==> src/rtl/led_rate_scheduler.sv <==
`timescale 1ns/1ps
// Round-robin time-sharing of one 32-bit prescaler among four LED toggle channels.
// Latency: sw pin to debounced enable 2+DB_CYCLES edges; no backpressure (free-running).
module led_rate_scheduler #(
    parameter int unsigned BASE_DIV     = 25_000_000,
    parameter int unsigned SLOT_TOGGLES = 4,
    parameter int unsigned DB_CYCLES    = 1_000_000
) (
    input  logic       clk,
    input  logic       reset_n,
    input  logic [3:0] sw,
    output logic [3:0] led,
    output logic [1:0] grant,
    output logic       busy
);

    localparam int unsigned DBW = (DB_CYCLES > 1) ? $clog2(DB_CYCLES + 1) : 1;
    localparam int unsigned TW  = $clog2(SLOT_TOGGLES + 1);

    typedef enum logic [1:0] {IDLE, RUN, HANDOFF} state_t;

    state_t         state_q, state_d;
    logic [3:0]     sync1_q, sync1_d, sw_s_q, sw_s_d;
    logic [3:0]     sw_db_q, sw_db_d, led_q, led_d, fall;
    logic [DBW-1:0] db_cnt_q, db_cnt_d;
    logic [31:0]    cnt_q, cnt_d, limit;
    logic [TW-1:0]  tcnt_q, tcnt_d, tcnt_inc;
    logic [1:0]     grant_q, grant_d, last_q, last_d, winner, idx;
    logic           found;

    always_ff @(posedge clk or negedge reset_n) begin
        if (!reset_n) begin
            state_q  <= IDLE;
            sync1_q  <= 4'd0;
            sw_s_q   <= 4'd0;
            sw_db_q  <= 4'd0;
            db_cnt_q <= '0;
            led_q    <= 4'd0;
            cnt_q    <= 32'd0;
            tcnt_q   <= '0;
            grant_q  <= 2'd0;
            last_q   <= 2'd3;
        end else begin
            state_q  <= state_d;
            sync1_q  <= sync1_d;
            sw_s_q   <= sw_s_d;
            sw_db_q  <= sw_db_d;
            db_cnt_q <= db_cnt_d;
            led_q    <= led_d;
            cnt_q    <= cnt_d;
            tcnt_q   <= tcnt_d;
            grant_q  <= grant_d;
            last_q   <= last_d;
        end
    end

    // Synchronizer plus a single shared debounce counter for all four switches.
    always_comb begin
        sync1_d  = sw;
        sw_s_d   = sync1_q;
        sw_db_d  = sw_db_q;
        db_cnt_d = '0;
        if (sw_s_q != sw_db_q) begin
            if (db_cnt_q == DBW'(DB_CYCLES - 1)) begin
                sw_db_d = sw_s_q;
            end else begin
                db_cnt_d = db_cnt_q + 1'b1;
            end
        end
    end

    assign fall = sw_db_q & ~sw_db_d;

    // First enabled channel after last_grant; wraps back to last_grant itself.
    always_comb begin
        winner = last_q;
        found  = 1'b0;
        idx    = last_q;
        for (int k = 1; k <= 4; k++) begin
            idx = last_q + 2'(k);
            if (!found && sw_db_q[idx]) begin
                winner = idx;
                found  = 1'b1;
            end
        end
    end

    assign limit    = (32'(BASE_DIV) << grant_q) - 32'd1;
    assign tcnt_inc = tcnt_q + 1'b1;

    always_comb begin
        state_d = state_q;
        led_d   = led_q & ~fall;
        cnt_d   = cnt_q;
        tcnt_d  = tcnt_q;
        grant_d = grant_q;
        last_d  = last_q;
        case (state_q)
            IDLE: begin
                cnt_d = 32'd0;
                if (sw_db_q != 4'd0) state_d = HANDOFF;
            end
            HANDOFF: begin
                cnt_d  = 32'd0;
                tcnt_d = '0;
                if (sw_db_q == 4'd0) begin
                    state_d = IDLE;
                end else begin
                    grant_d = winner;
                    last_d  = winner;
                    state_d = RUN;
                end
            end
            RUN: begin
                // A disabled owner abandons the slot; this also beats a coincident toggle.
                if (!sw_db_d[grant_q]) begin
                    state_d = HANDOFF;
                end else if (cnt_q == limit) begin
                    led_d[grant_q] = ~led_q[grant_q];
                    cnt_d          = 32'd0;
                    tcnt_d         = tcnt_inc;
                    if (tcnt_inc == TW'(SLOT_TOGGLES)) state_d = HANDOFF;
                end else begin
                    cnt_d = cnt_q + 32'd1;
                end
            end
            default: state_d = IDLE;
        endcase
    end

    assign led   = led_q;
    assign grant = grant_q;
    assign busy  = (state_q != IDLE);

endmodule

==> config.mk <==
export PLATFORM = sky130hd
export DESIGN_NAME = led_rate_scheduler
export DESIGN_NICKNAME = d
export VERILOG_FILES = /design/src/rtl/led_rate_scheduler.sv
export SDC_FILE = /design/constraint.sdc
export NUM_CORES = 1
export LEC_CHECK = 0
export CORE_UTILIZATION = 45
export CTS_CLUSTER_DIAMETER = 50
export DETAILED_ROUTE_END_ITERATION = 10
export HOLD_SLACK_MARGIN = 0.12
export PLACE_DENSITY = 0.6
export SKIP_LAST_GASP = 1
export SLEW_MARGIN = 20
export SYNTH_ARGS = -nofsm -noshare
export SYNTH_HDL_FRONTEND = slang
export SYNTH_SLANG_ARGS = --single-unit
==> constraint.sdc <==
create_clock -name clk -period 4.5 [get_ports clk]
set_input_delay 0.675 -clock clk [delete_from_list [all_inputs] [get_ports clk]]
set_output_delay 0.675 -clock clk [all_outputs]
set_load 0.01 [all_outputs]
==> qor.yml, run 1 <==
reg2reg_to: "cnt_q[17]$_DFFE_PN0P_"
worst_r2r_path_depth: 7
ys_ff_latch: 77
cp-startpoint: "grant[1]$_DFFE_PN0P_"
final_cell_mix: "dfrtp_1, nor2_1, nand2_1"
p_sw_uw: 339
routedWlPerCell_um: 17.4
dp_slack_ns: 1.09
synth_edf_count: 0
finalWorstSetupSlack_ns: 0.945
hold_viol_final: 0
layout.nets: 523
fin_util: 0.508
switching_share: 0.251
grt_max_degree: 78
ctsResizeCount: 0
die_w_um: 103
syn_nets: 524
synthFlopType: "dfrtp_1"
placed_cells: 635
cts_sinks: 77
grt_overflow: 0
gp_congestion: 0.870
ys_seq_area_frac: 0.418
drc: 0
tns_ns: 0
drt_iter0_drc: 216
cts_root_buf: "clkbuf_8"
async_flop_share: 1.00
start_util: 0.468
crit_slowest_cell: "a21oi_2"
drive_gt1_frac: 0.0869
p_comb_frac: 0.052
post-cts-setup-buffers: 0
slew_violations: 0
period_needed_ns: 3.56
portBuffers: 12
worstSkewPairLatency_ns: 0.39
path_class: "flip-flop to flip-flop"
fp.dieH_um: 103
rrSetupSlack_ns: 0.94
numCtsBuffers: 9
path_clk_slew_ns: 0.09
hold_path.class: "input pin to async pin"
fillers: 916
ios: 13
cp_num_buf_inv: 1
arrival_ns: 3.82
grt_use_total: 0.233
cp-end-kind: "flip-flop"
cp_data_required_time_ns: 4.76
grt_pass1_vias: 3691
final_cell_count_no_fill: 651
power_uw: 1350
clock_power_share: 0.396
final_common_cell: "dfrtp_1"
crit_chain: "or4b_1 > a2bb2oi_1 > a2111oi_0 > a41oi_1 > a21oi_2 > buf_4 > a21oi_1"
antenna_found_initial: 0
tritoncts: "done"
die_area_mm2: 0.0107
vias: 3856
p_int_uw: 1010
core_area_mm2: 0.00986
htreeDepth: 3
std_cell_rows: 36
area_delta_synth_final_pct: 8.57
vdd_ir_drop_max_mv: 0.221
ys_types: 69
syn_avg_cell_area_um2: 8.98
outcome: "finished, final reports clean"
ys_warn_count: 0
grt_first_pass_wirelength_um: 18600
slowest_delay_ns: 0.72
fmax_ghz: 0.281
timing.rr.start: "grant[1]$_DFFE_PN0P_"
postSynthCellCount: 514
wl_um: 11300
layout_worst_path_cycle_share: 0.790
dp_hpwl_um: 7740
seqCellArea_mm2: 0.00193
worst_slew_pin_slew_ns: 0.915
cts.path.max_buffers: 2
synth_area_mm2: 0.00461
multiInputGateArea_mm2: 0.00251
num_antenna_cells: 0
hold_buffers: 0
first_pass_iters: 4
crit_fanout: 24
max_slew_margin: 0.390
ant_nets: 0
rsz0062_at_grt: "false"
pwr-share-seq: 0.552
finClkSkew_ns: 0.0170
crit_family: "compound AO/OA/AOI/OAI gates"
routed_via_density: 5.92
maxCapViolCount: 0
start_kind: "flip-flop"
p_leak_uw: 0.00197
setup_viol: 0
p_per_area_mw_per_mm2: 270
power by group through the flow:
stage	Clock, µW	Combinational (µW)	Sequential (µW)
finish	535	70.1	745
global route	579	84.4	749
CTS	555	72.3	745
detailed placement	0	71.4	758
global placement	0	70.2	757
floorplan	0	46.4	752
synth_stat cells, drive strengths merged (17+ instances only):
cell type  count  area, µm²
a21oi         28        151
clkbuf        25       93.8
dfrtp         75       1880
inv           19       71.3
nand2         39        146
nand3         24        120
nor2          46        173
nor3          17       85.1
o21ai         23        115
xor2          17        149
metal layers:
metal | share of wire | global-route usage | vias to the layer above
met1 | 0.48 | 0.304 | 1903
met2 | 0.47 | 0.373 | 70
met5 | 0 | 0 | -
met4 | 0.018 | 0.0932 | 0
li1 | - | - | 1868
met3 | 0.039 | 0.0591 | 15
layout make-up:
type / instances / area share
Inverter: 19 / 0.0142
Timing Repair Buffer: 15 / 0.0287
Clock inverter: 5 / 0.0120
Tap cell: 133 / 0.0332
Sequential cell: 77 / 0.385
Clock buffer: 11 / 0.0262
Multi-Input combinational cell: 391 / 0.500
state kept, by name, indices dropped and copies added, names as in the netlist:
| name | flops |
|---|---|
| cnt_q | 32 |
| db_cnt_q | 20 |
| grant | 2 |
| last_q | 2 |
| led | 4 |
| state_q | 2 |
| sw_db_q | 4 |
| sw_s_d | 4 |
| sw_s_q | 4 |
| tcnt_q | 3 |
cells by family (layout without fill, tap and decap cells):
| family | count (synthesis) | count (layout) | synth area share |
|---|---|---|---|
| simple gates | 224 | 224 | 0.261 |
| compound gates | 111 | 111 | 0.165 |
| flops | 77 | 77 | 0.418 |
| buf+inv | 46 | 50 | 0.0393 |
| xor+xnor | 33 | 33 | 0.0627 |
| mux | 19 | 19 | 0.0431 |
| fa+ha+maj | 4 | 4 | 0.0108 |
how the worst max path moves through the flow:
stage,endpoint,slack [ns],depth (start not counted)
global placement,cnt_q[15]$_DFFE_PN0P_,1.18,7
floorplan,cnt_q[20]$_DFFE_PN0P_,1.62,8
finish,cnt_q[17]$_DFFE_PN0P_,0.94,7
detailed placement,cnt_q[3]$_DFFE_PN0P_,1.09,7
global route,cnt_q[17]$_DFFE_PN0P_,0.76,7
CTS,cnt_q[17]$_DFFE_PN0P_,0.99,7
stage by stage:
stage	hold WS (ns)	area (µm²)
after global routing	0.368	5010
after detailed placement	0.335	4810
after floorplan	0.331	4610
after CTS	0.354	5000
after global placement	0.334	4810
final	0.281	5010
No activity file was read; power rests on OpenSTA's default activity.
==> run 2: changes to the inputs <==
clock period = 3.52 ns   (was 4.5 ns; I/O delays follow)
==> qor.yml, run 2 (same netlist as run 1, synthesis figures left out) <==
outcome: "finished, final reports clean"
dp_hpwl_um: 7900
std_cell_rows: 36
max_slew_margin: 0.468
antenna_found_initial: 0
cts_root_buf: "clkbuf_8"
cts_sinks: 77
top_regs: "cnt_q: 32 flops, db_cnt_q: 20 flops"
portBuffers: 12
cp-end-kind: "flip-flop"
p_per_area_mw_per_mm2: 372
post-cts-setup-buffers: 0
ant_nets: 0
period_needed_ns: 3.23
ios: 13
path_clk_slew_ns: 0.09
grt_pass1_vias: 3887
worstSkewPairLatency_ns: 0.36
ctsResizeCount: 0
start_util: 0.468
power_uw: 1900
crit_slowest_cell: "a311oi_2"
p_leak_uw: 0.00203
drc: 0
timing.rr.start: "db_cnt_q[7]$_DFF_PN0_"
final_cell_count_no_fill: 656
fmax_ghz: 0.310
wl_um: 11200
final_cell_mix: "dfrtp_1, nor2_1, nand2_1"
drt_iter0_drc: 224
maxCapViolCount: 0
grt_max_degree: 78
gp_congestion: 0.838
hold_viol_final: 0
finClkSkew_ns: 0.0168
numCtsBuffers: 9
drive_gt1_frac: 0.0975
grt_overflow: 0
num_antenna_cells: 0
hold_buffers: 0
rsz0062_at_grt: "false"
cp_data_required_time_ns: 3.75
grt_first_pass_wirelength_um: 19000
vias: 3959
crit_chain: "or4_4 > or4_4 > nor3_1 > o21ai_1 > a311oi_2 > a31o_2 > a21oi_1"
arrival_ns: 3.45
final_common_cell: "dfrtp_1"
hold_path.class: "input pin to async pin"
die_area_mm2: 0.0107
hold_ws_ns: 0.188
crit_family: "simple AND/OR/NAND/NOR gates"
regMostFlops: "cnt_q"
setup_viol: 0
tritoncts: "done"
routedWlPerCell_um: 17.0
cp_num_buf_inv: 0
area_delta_synth_final_pct: 10.8
worst_slew_pin_slew_ns: 0.790
slowest_delay_ns: 0.58
grt_use_total: 0.236
core_area_mm2: 0.00986
fp.dieH_um: 103
tns_ns: 0
htreeDepth: 3
cts.path.max_buffers: 2
crit_fanout: 6
slew_violations: 0
die_w_um: 103
layout.nets: 528
path_common_cell: "or4_4"
first_pass_iters: 5
path_class: "flip-flop to flip-flop"
largest_reg_flops: 32
vdd_ir_drop_max_mv: 0.262
placed_cells: 640
layout_worst_path_cycle_share: 0.916
start_kind: "flip-flop"
routed_via_density: 6.04
cp-startpoint: "db_cnt_q[7]$_DFF_PN0_"
## run 2: final timing paths
check	end	cells after the start	slack, ns
setup reg to reg	cnt_q[31]$_DFFE_PN0P_	7	0.29
hold reg to reg	sw_s_q[1]$_DFF_PN0_	0	0.36
hold / removal	cnt_q[20]$_DFFE_PN0P_	1	0.19
setup / recovery	cnt_q[31]$_DFFE_PN0P_	7	0.29
min in group clk	sw_s_q[1]$_DFF_PN0_	0	0.36
max in group asynchronous	led[2]$_DFF_PN0_	1	2.83
## run 2: area by class of cell
class | instances | area [µm²]
timing repair buffer | 20 | 181
inverter | 19 | 71.3
sequential | 77 | 1930
clock buffer | 13 | 169
tap | 133 | 166
fill | 938 | 4750
clock inverter | 3 | 90.1
multi-input combinational | 391 | 2510
## run 2: routing by layer
| metal | GRT usage | share of wire |
|---|---|---|
| met1 | 0.304 | 0.45 |
| met2 | 0.383 | 0.47 |
| met3 | 0.0497 | 0.047 |
| met4 | 0.112 | 0.029 |
| met5 | 0 | 0 |
## run 2: power by group
| part | switching (µW) | internal, µW |
|---|---|---|
| logic | 47.8 | 43.4 |
| clock network | 328 | 530 |
| registers | 32.9 | 919 |
## run 2: through the flow
stage                      util  instance area (µm²)  setup slack [ns]
after global routing      0.518                 5110            0.0859
after floorplan               -                 4610             0.641
after CTS                 0.518                 5110             0.336
after global placement    0.492                 4850             0.368
after detailed placement  0.492                 4850             0.361
final                     0.518                 5110             0.295
